### src/rtl/vga_pkg.sv
// Shared VGA definitions: timing presets, per-axis region encoding, the
// control bundle that travels down the realignment delay line, and a colour packer.
package vga_pkg;

  typedef enum logic [1:0] {RGN_SYNC, RGN_BP, RGN_ACT, RGN_FP} region_e;

  typedef struct packed {
    int h_sync; int h_bp; int h_act; int h_fp;
    int v_sync; int v_bp; int v_act; int v_fp;
  } vga_timing_t;

  localparam vga_timing_t VGA_640x480_60 = '{96, 48, 640, 16, 2, 33, 480, 10};
  localparam vga_timing_t VGA_800x600_60 = '{128, 88, 800, 40, 4, 23, 600, 1};

  // Raw (polarity-free) controls; sync fields are 1 while the pulse is asserted.
  typedef struct packed {
    logic hs;
    logic vs;
    logic de;
    logic ls;
    logic fs;
  } vid_ctl_t;

  // Stage-0 decode while the counters sit at (0,0): both syncs asserted, nothing active.
  localparam vid_ctl_t CTL_IDLE = '{hs: 1'b1, vs: 1'b1, de: 1'b0, ls: 1'b0, fs: 1'b0};

  // Packs the low cw bits of each channel as {R,G,B}, right-aligned.
  function automatic logic [23:0] rgb_pack(input logic [7:0] r, input logic [7:0] g,
                                           input logic [7:0] b, input int cw);
    logic [23:0] p;
    p = '0;
    for (int k = 0; k < cw; k++) begin
      p[2*cw+k] = r[k];
      p[cw+k]   = g[k];
      p[k]      = b[k];
    end
    return p;
  endfunction

endpackage

### src/rtl/vga_axis_cnt.sv
// One raster axis: 0-based position counter with sync/porch/active region decode.
module vga_axis_cnt
  import vga_pkg::*;
#(
  parameter int SYNC = 96,
  parameter int BP   = 48,
  parameter int ACT  = 640,
  parameter int FP   = 16,
  parameter int AW   = 10
) (
  input  logic          clk,
  input  logic          rst,
  input  logic          en,
  output logic [AW-1:0] cnt,
  output logic          wrap,
  output logic          in_sync,
  output logic          in_act,
  output logic [AW-1:0] pos
);
  localparam int            TOT    = SYNC + BP + ACT + FP;
  localparam logic [AW-1:0] LAST   = AW'(TOT - 1);
  localparam logic [AW-1:0] BP_LO  = AW'(SYNC);
  localparam logic [AW-1:0] ACT_LO = AW'(SYNC + BP);
  localparam logic [AW-1:0] FP_LO  = AW'(SYNC + BP + ACT);

  region_e region;

  always_ff @(posedge clk or negedge rst)
    if (!rst)    cnt <= '0;
    else if (en) cnt <= wrap ? '0 : cnt + AW'(1);

  assign wrap = (cnt == LAST);

  always_comb begin
    region = RGN_FP;
    if (cnt < BP_LO)       region = RGN_SYNC;
    else if (cnt < ACT_LO) region = RGN_BP;
    else if (cnt < FP_LO)  region = RGN_ACT;
  end

  assign in_sync = (region == RGN_SYNC);
  assign in_act  = (region == RGN_ACT);
  assign pos     = in_act ? cnt - ACT_LO : '0;

endmodule

### src/rtl/vga_timing_gen.sv
// Parametrised VGA raster generator: issues frame-buffer coordinates RD_LAT ticks
// early and realigns the returned colour with delayed sync/blank at the pins.
module vga_timing_gen
  import vga_pkg::*;
#(
  parameter int   H_SYNC  = 96,
  parameter int   H_BP    = 48,
  parameter int   H_ACT   = 640,
  parameter int   H_FP    = 16,
  parameter int   V_SYNC  = 2,
  parameter int   V_BP    = 33,
  parameter int   V_ACT   = 480,
  parameter int   V_FP    = 10,
  parameter logic HS_POL  = 1'b0,
  parameter logic VS_POL  = 1'b0,
  parameter int   CLK_DIV = 1,
  parameter int   RD_LAT  = 1,
  parameter int   CW      = 4,
  parameter int   AW      = 10
) (
  input  logic          clk,
  input  logic          rst,
  output logic          pix_tick,
  output logic          req_valid,
  output logic [AW-1:0] req_x,
  output logic [AW-1:0] req_y,
  input  logic [3*CW-1:0] pix_data,
  output logic          hsync,
  output logic          vsync,
  output logic          de,
  output logic [CW-1:0] vga_r,
  output logic [CW-1:0] vga_g,
  output logic [CW-1:0] vga_b,
  output logic          frame_start,
  output logic          line_start,
  output logic [15:0]   frame_cnt
);
  localparam int H_TOT = H_SYNC + H_BP + H_ACT + H_FP;
  localparam int V_TOT = V_SYNC + V_BP + V_ACT + V_FP;
  localparam int DW    = (CLK_DIV > 1) ? $clog2(CLK_DIV) : 1;
  localparam logic [DW-1:0] DIV_LAST = DW'(CLK_DIV - 1);

  if (H_TOT > (1 << AW) - 1 || V_TOT > (1 << AW) - 1) begin : g_bad_tot
    $error("vga_timing_gen: H_TOT=%0d / V_TOT=%0d do not fit in AW=%0d bits", H_TOT, V_TOT, AW);
  end
  if (CLK_DIV < 1) begin : g_bad_div
    $error("vga_timing_gen: CLK_DIV must be >= 1 (got %0d)", CLK_DIV);
  end
  if (RD_LAT < 0 || RD_LAT > 7) begin : g_bad_lat
    $error("vga_timing_gen: RD_LAT must be 0..7 (got %0d)", RD_LAT);
  end

  // Pixel tick divider; with CLK_DIV=1 div_cnt is stuck at 0 so the tick is held high.
  logic [DW-1:0] div_cnt;
  always_ff @(posedge clk or negedge rst)
    if (!rst)          div_cnt <= '0;
    else if (pix_tick) div_cnt <= '0;
    else               div_cnt <= div_cnt + DW'(1);

  assign pix_tick = (div_cnt == DIV_LAST);

  logic [AW-1:0] h_cnt, v_cnt, h_pos, v_pos;
  logic          h_wrap, v_wrap, h_in_sync, v_in_sync, h_act, v_act;

  vga_axis_cnt #(.SYNC(H_SYNC), .BP(H_BP), .ACT(H_ACT), .FP(H_FP), .AW(AW)) u_h_cnt (
    .clk(clk), .rst(rst), .en(pix_tick), .cnt(h_cnt), .wrap(h_wrap),
    .in_sync(h_in_sync), .in_act(h_act), .pos(h_pos)
  );

  vga_axis_cnt #(.SYNC(V_SYNC), .BP(V_BP), .ACT(V_ACT), .FP(V_FP), .AW(AW)) u_v_cnt (
    .clk(clk), .rst(rst), .en(pix_tick & h_wrap), .cnt(v_cnt), .wrap(v_wrap),
    .in_sync(v_in_sync), .in_act(v_act), .pos(v_pos)
  );

  // Raw counters are only needed inside the axis blocks.
  logic unused_cnt;
  assign unused_cnt = ^{h_cnt, v_cnt};

  // Counts at the counter wrap, not when the last pixel reaches the pins.
  always_ff @(posedge clk or negedge rst)
    if (!rst)                             frame_cnt <= '0;
    else if (pix_tick & h_wrap & v_wrap)  frame_cnt <= frame_cnt + 16'd1;

  assign req_valid = h_act & v_act;
  assign req_x     = req_valid ? h_pos : '0;
  assign req_y     = req_valid ? v_pos : '0;

  vid_ctl_t ctl_s0, ctl_d;
  always_comb begin
    ctl_s0    = CTL_IDLE;
    ctl_s0.hs = h_in_sync;
    ctl_s0.vs = v_in_sync;
    ctl_s0.de = req_valid;
    ctl_s0.ls = req_valid & (req_x == '0);
    ctl_s0.fs = req_valid & (req_x == '0) & (req_y == '0);
  end

  // Controls wait RD_LAT ticks for the frame buffer; reset loads the (0,0) decode.
  if (RD_LAT == 0) begin : g_no_dly
    assign ctl_d = ctl_s0;
  end else begin : g_dly
    vid_ctl_t [RD_LAT-1:0] ctl_pipe;
    always_ff @(posedge clk or negedge rst)
      if (!rst) begin
        for (int i = 0; i < RD_LAT; i++) ctl_pipe[i] <= CTL_IDLE;
      end else if (pix_tick) begin
        ctl_pipe[0] <= ctl_s0;
        for (int i = 1; i < RD_LAT; i++) ctl_pipe[i] <= ctl_pipe[i-1];
      end
    assign ctl_d = ctl_pipe[RD_LAT-1];
  end

  always_ff @(posedge clk or negedge rst)
    if (!rst) begin
      hsync                 <= HS_POL;
      vsync                 <= VS_POL;
      de                    <= 1'b0;
      line_start            <= 1'b0;
      frame_start           <= 1'b0;
      {vga_r, vga_g, vga_b} <= '0;
    end else if (pix_tick) begin
      hsync                 <= ctl_d.hs ? HS_POL : ~HS_POL;
      vsync                 <= ctl_d.vs ? VS_POL : ~VS_POL;
      de                    <= ctl_d.de;
      line_start            <= ctl_d.ls;
      frame_start           <= ctl_d.fs;
      {vga_r, vga_g, vga_b} <= pix_data & {3*CW{ctl_d.de}};
    end

endmodule

### config.mk
export PLATFORM = sky130hd
export DESIGN_NAME = vga_timing_gen
export DESIGN_NICKNAME = d
export VERILOG_FILES = /design/src/rtl/vga_pkg.sv /design/src/rtl/vga_axis_cnt.sv /design/src/rtl/vga_timing_gen.sv
export SDC_FILE = /design/constraint.sdc
export NUM_CORES = 1
export LEC_CHECK = 0
export BUFFER_PORTS_ARGS = -buffer_cell sky130_fd_sc_hd__clkbuf_2
export CAP_MARGIN = 20
export CORE_ASPECT_RATIO = 1.4
export CORE_MARGIN = 2
export CORE_UTILIZATION = 54
export DETAILED_ROUTE_END_ITERATION = 10
export PLACE_DENSITY = 0.81
export SYNTH_ARGS = -nofsm -noshare
export SYNTH_HDL_FRONTEND = slang
export SYNTH_SLANG_ARGS = --single-unit
### constraint.sdc
create_clock -name clk -period 2.73 [get_ports clk]
set_clock_uncertainty 0.1 [all_clocks]
set_input_delay 0.4095 -clock clk [delete_from_list [all_inputs] [get_ports clk]]
set_output_delay 0.4095 -clock clk [all_outputs]
set_load 0.005 [all_outputs]
Word-level counts from Yosys, hierarchy flattened
Index checks and enable logic that the tools add are counted.
- add/sub/neg operators: 6
- order comparisons: 6
- equality and inequality tests: 4
- mux-type cells: 15
- bitwise logic cells: 7
- reductions and logical operators: 4
- operator list (cell ; number):
    two-way mux 10 bit ; 6
    adder 10 x 1 -> 10 bit (second input constant) ; 2
    == test 10 bit (second input constant) ; 2
    zero test 10 bit ; 2
    less-than comparator 10 bit (second input constant) ; 2
    adder 16 x 1 -> 16 bit (second input constant) ; 1
    AND 12 bit ; 1
    less-than comparator 10 x 2 -> 1 bit (second input constant) ; 1
    less-than comparator 10 x 6 -> 1 bit (second input constant) ; 1
    less-than comparator 10 x 7 -> 1 bit (second input constant) ; 1
    less-than comparator 10 x 8 -> 1 bit (second input constant) ; 1
    subtractor 10 x 6 -> 10 bit (second input constant) ; 1
    subtractor 10 x 8 -> 10 bit (second input constant) ; 1
    two-way mux 2 bit ; 4
    AND 1 bit ; 5
    two-way mux 1 bit ; 5
    == test 2 bit (second input constant) ; 2
    zero test 2 bit ; 2
    adder 1 bit (second input constant) ; 1
    inverter 1 bit ; 1
- register bits: 59
- input bits: 14
- output and inout bits: 55
- logic and storage cells: 59

Depth between registers and ports, before layout
- depth after elaboration: 10
- mapped depth: 9
- depth with buffers taken out: 8

Modules after synthesis
From an unflattened synthesis, not the netlist that was laid out.
- cell total of the unflattened synthesis: 313
- area, all modules: 3170.5 um^2
- modules (own cells, without submodules) (module ; instances ; cells an instance ; area each (um^2) ; sequential area each (um^2)):
    vga_timing_gen ; 1 ; 131 ; 1552.7 ; 953.4
    vga_axis_cnt at u_v_cnt ; 1 ; 91 ; 848.3 ; 250.2
    vga_axis_cnt at u_h_cnt ; 1 ; 91 ; 769.5 ; 250.2

Worst setup path after synthesis
Ideal clock, no wire load.
- kind: flip-flop to output port
- start point: register u_v_cnt.cnt[0]
- end point: output req_x[8]
- arrival: 1716 ps
- required time: 2220 ps
- slack: 505 ps
- stages on the path, launching flop included: 7
- path buffers: 1
- path through: dfrtp_1 ha_1 o41ai_1 a21o_1 a211o_4 buf_2 nor2_1
- word-level cells in the longest chain between the ends: 7
- elaborated cells on any way between the ends: 9
- those cells by class: order compare (3); eq/ne (1); mux (4); bitwise (1)
- RTL lines (what ; RTL line ; text):
    start: declaration ; vga_axis_cnt.sv:14 ; output logic [AW-1:0] cnt,
    start signal: assignment ; vga_axis_cnt.sv:30 ; else if (en) cnt <= wrap ? '0 : cnt + AW'(1);
    less-than comparator 10 bit ; vga_axis_cnt.sv:38 ; else if (cnt < FP_LO) region = RGN_ACT;
    two-way mux 1 bit ; vga_axis_cnt.sv:38 ;
    two-way mux 2 bit ; vga_axis_cnt.sv:37 ; else if (cnt < ACT_LO) region = RGN_BP;
    two-way mux 2 bit (*) ; vga_axis_cnt.sv:36 ; if (cnt < BP_LO) region = RGN_SYNC;
    == test 2 bit (*) ; vga_axis_cnt.sv:42 ; assign in_act = (region == RGN_ACT);
    AND 1 bit (*) ; vga_timing_gen.sv:84 ; assign req_valid = h_act & v_act;
    two-way mux 10 bit (*) ; vga_timing_gen.sv:85 ; assign req_x = req_valid ? h_pos : '0;
    end: declaration ; vga_timing_gen.sv:25 ; output logic [AW-1:0] req_x,
Mark *: on every way between the ends. The rest lies on a longest branch, timed or not.

Worst setup path in the final report
- start point: register u_v_cnt.cnt[0]
- end point: output req_x[3]
Same word-level chain as after synthesis.

==> Flow_metrics.wiki <==
{| class="wikitable"
! Metric !! Value
|-
| Clock period minus worst slack || 2.60 ns
|-
| Worst Setup Path Type || flop to primary output
|-
| First-pass GRT wire length || 10,700 um
|-
| Global route total overflow || 0
|-
| Share of layout cells above drive strength 1 || 30.4%
|-
| Area of the core region || 5240 um^2
|-
| Portion of synthesized cell area occupied by the leading cell type || 47.3%
|-
| Average via count per standard cell || 5.45
|-
| Starting density of the core || 56.5%
|-
| Setup crit start || u_v_cnt.cnt[0]$_DFFE_PN0N_
|-
| Clk slew on worst S/H paths || 0.07 ns
|-
| Worst reg-to-reg path cell count || 7
|-
| Met3 Usage GRT || 4.71%
|-
| Met2 track demand over resource || 38.1%
|-
| Data arrival time of the critical path || 2.09 ns
|-
| Maximum number of pins on one net before global-route repair || 59
|-
| Post-route design area || 3630 um^2
|-
| Number of max-cap violations || 0
|-
| R2r setup slk || 0.37 ns
|-
| Critical Path End || req_x[3]
|-
| Result of the run || complete, no violations
|-
| Main flop type after synthesis || dfrtp_1
|-
| Highest Clock Rate || 0.384 GHz
|-
| Critical path capture point type || primary output
|-
| Count of synthesis-stage warnings from yosys || 0
|-
| Headroom to the max-slew limit || 52.6%
|-
| Total detailed-routing wirelength || 6350 um
|-
| Post-detailed-placement half-perimeter wirelength || 4480 um
|-
| Clk root buf || clkbuf_8
|-
| Most frequent cells after synthesis || dfrtp_1 (56), nor2_1 (28), and2_1 (19), xnor2_1 (18), xor2_1 (16)
|-
| Count of buffers from port buffering || 67
|-
| Signed area change from the synthesized netlist to the final layout || 22.7%
|-
| Final number of hold-violating endpoints || 0
|-
| Total setup buffers inserted after CTS || 0
|-
| Initial antenna violation count || 0
|-
| Kind of start point of the critical path || flop
|-
| Diode count || 0
|-
| Worst-Skew Late Latency || 0.33 ns
|-
| Die Span X || 66.6 um
|-
| TritonCTS clock tree || done
|-
| Number of placed I/O pins || 69
|-
| Clock sinks || 58
|-
| Via count of the first global-routing pass || 2,287
|-
| Count of H-tree levels built during CTS || 3
|-
| Post-synth net total || 312
|-
| Main combinational cell family by area after synthesis || simple AND/OR/NAND/NOR gates
|-
| Layer with the highest usage after global routing || met2
|-
| Final TNS setup || 0 ns
|-
| Post-Place Cell Area || 3380 um^2
|-
| Post-Synthesis Cells || 291
|-
| Final setup vio count || 0
|-
| Number of enable flip-flop cells after synthesis || 0
|-
| Routability-driven placement congestion ratio || 0.833
|-
| Share of the synthesized area in compound gates (AO/OA/AOI/OAI) || 7.31%
|-
| End of the worst register-to-register path || u_v_cnt.cnt[8]$_DFFE_PN0N_
|-
| Adder-cell share of the synthesized area || 2.96%
|-
| Total iterations of the first detailed-routing run || 4
|-
| DR WL/cell || 14.6 um
|-
| Row cnt || 31
|-
| Routed via count || 2,367
|-
| Total DRC errors in the routed layout || 0
|-
| Area contributors post-synth || dfrtp_1 (47%), xnor2_1 (5.3%), xor2_1 (4.7%)
|-
| Hold slack final || 0.106 ns
|-
| Slew at the pin with the worst max-slew slack || 0.711 ns
|-
| Final layout net count || 384
|-
| Residual antenna-violating net count after detailed routing || 0
|-
| Data required time at the worst endpoint || 2.22 ns
|-
| Leak pwr || 1.91 nW
|-
| Total count of max-transition violations in the final report || 0
|-
| Synthesized-area fraction occupied by and/or/nand/nor cells || 24.4%
|-
| Synth Area in XOR/XNOR || 10.1%
|-
| Fin crit share || 95.3%
|-
| Maximum clock insertion buffer count || 2
|-
| Critical path fanouts, max || 16
|-
| Ratio of total power to cell area || 516 nW/um^2
|-
| Start of the worst register-to-register path || u_h_cnt.cnt[0]$_DFF_PN0_
|-
| RSZ-0062 raised after global routing || no
|-
| Post-synthesis sequential element count || 58
|-
| Filler Cell Count || 411
|-
| Post-synthesis sequential area ratio || 49.1%
|-
| Synthesized area divided by synthesized cell count || 10.2 um^2
|-
| Area of the mapped netlist || 2960 um^2
|-
| Most numerous cell in the Yosys netlist || dfrtp_1
|-
| Gr usage total || 23.1%
|-
| Met1 capacity usage during global routing || 28.0%
|-
| Cell taking the most area after synthesis || dfrtp_1
|-
| Quantity of hold-fixing buffers added after cts || 0
|-
| Initial DRC Count || 157
|-
| Number of CTS-inserted buffers || 9
|-
| Worst vdd rail ir drop || 388 uV
|-
| Share of cell area taken by muxes after synthesis || 0.761%
|-
| Die footprint || 6100 um^2
|-
| Hold Crit Class || primary input to asynchronous set/reset pin
|-
| Cell variety after synth || 52
|-
| Floorplan die height || 91.6 um
|-
| Share of flip-flops with an asynchronous set or reset after synthesis || 100%
|}
worst max-delay path: stages, from the launching register on:
cell and delay [ns]:
dfrtp_1 0.38, ha_1 0.25, o41ai_1 0.35, a21o_1 0.20, a211o_4 0.24, inv_4 0.08
and2_1 0.16, clkbuf_2 0.10
state kept, by name, indices dropped and copies added, names as in the netlist:
signal,count
ctl_d,5
line_start,1
vga_g,4
vga_r,4
frame_cnt,16
u_h_cnt.cnt,10
u_v_cnt.cnt,10
frame_start,1
de,1
vsync,1
hsync,1
vga_b,4
per-layer routing:
| metal | part of all wire [%] | wire length, um |
|---|---|---|
| met1 | 41 | 2610 |
| met2 | 52 | 3300 |
| met3 | 4.9 | 311 |
| met4 | 1.9 | 121 |
| met5 | 0 | 0 |
worst min path at each step:
stage / endpoint / slack (ns) / cells after the start
after detailed placement: line_start$_DFF_PN0_ / 0.24 / 0
final: vga_b[2]$_DFF_PN0_ / 0.11 / 2
after global routing: de$_DFF_PN0_ / 0.16 / 2
after global placement: frame_start$_DFF_PN0_ / 0.23 / 0
after CTS: vga_b[2]$_DFF_PN0_ / 0.13 / 2
after floorplan: ctl_d[0]$_DFF_PN0_ / 0.01 / 0
cell type report:
type / instances / area, um^2 / share of cell area [%]
flip-flops and latches: 58 / 1460 / 40.0
multi-input cells: 200 / 1360 / 37.3
repair buffers: 81 / 440 / 12.1
clock inverters: 7 / 125 / 3.44
clock buffers: 9 / 124 / 3.41
well taps: 66 / 82.6 / 2.27
inverters: 13 / 51.3 / 1.41
report_power, final:
| part | internal, mW | switching, mW | total (mW) |
|---|---|---|---|
| Sequential | 0.859 | 0 | 0.859 |
| Combinational | 0.00732 | 0.0179 | 0.0252 |
| Clock | 0.615 | 0.376 | 0.991 |
placed cells by master, fill, tap and decap left out, types with 2 or more instances in the layout:
master,count
o41ai_1,2
nor2_1,28
o21ai_0,7
o31a_1,2
nand3_1,10
and3_1,8
nor4b_1,2
buf_4,14
xor2_1,16
nor2b_1,6
ha_1,7
clkinv_4,2
nand2b_1,4
xnor2_1,18
nor4_1,6
inv_6,2
dfrtp_1,55
clkbuf_2,67
and2_1,19
nand4_1,9
bufinv_16,3
and4_1,4
inv_1,12
nand2_1,13
a21oi_1,4
clkbuf_8,9
dfstp_2,2
mux2_2,2
nor3_1,10
kinds of logic after synthesis:
| family | count (synthesis) |
|---|---|
| AOI/OAI and AO/OA | 29 |
| adders and majority gates | 7 |
| DFF | 58 |
| xor gates and xnor gates | 34 |
| buffers and inverters | 33 |
| other | 1 |
| and+or+nand+nor | 127 |
| muxes | 2 |
timing repair:
action | CTS | global route
endpoints found under the setup margin | 1 | 1
pin swaps | 0 | 1
cloned | 0 | 0
resized for setup | 1 | 1
per-stage QoR:
stage	util, %	power (mW)	setup slack [ns]	instances
global placement	64.5	0.901	0.365	418
detailed placement	64.5	0.902	0.352	418
global route	69.4	1.94	0.0162	434
CTS	69.3	1.90	0.0208	434
floorplan	-	0.877	0.505	291
finish	69.4	1.88	0.129	434
Power figures use the tool's default switching activity.
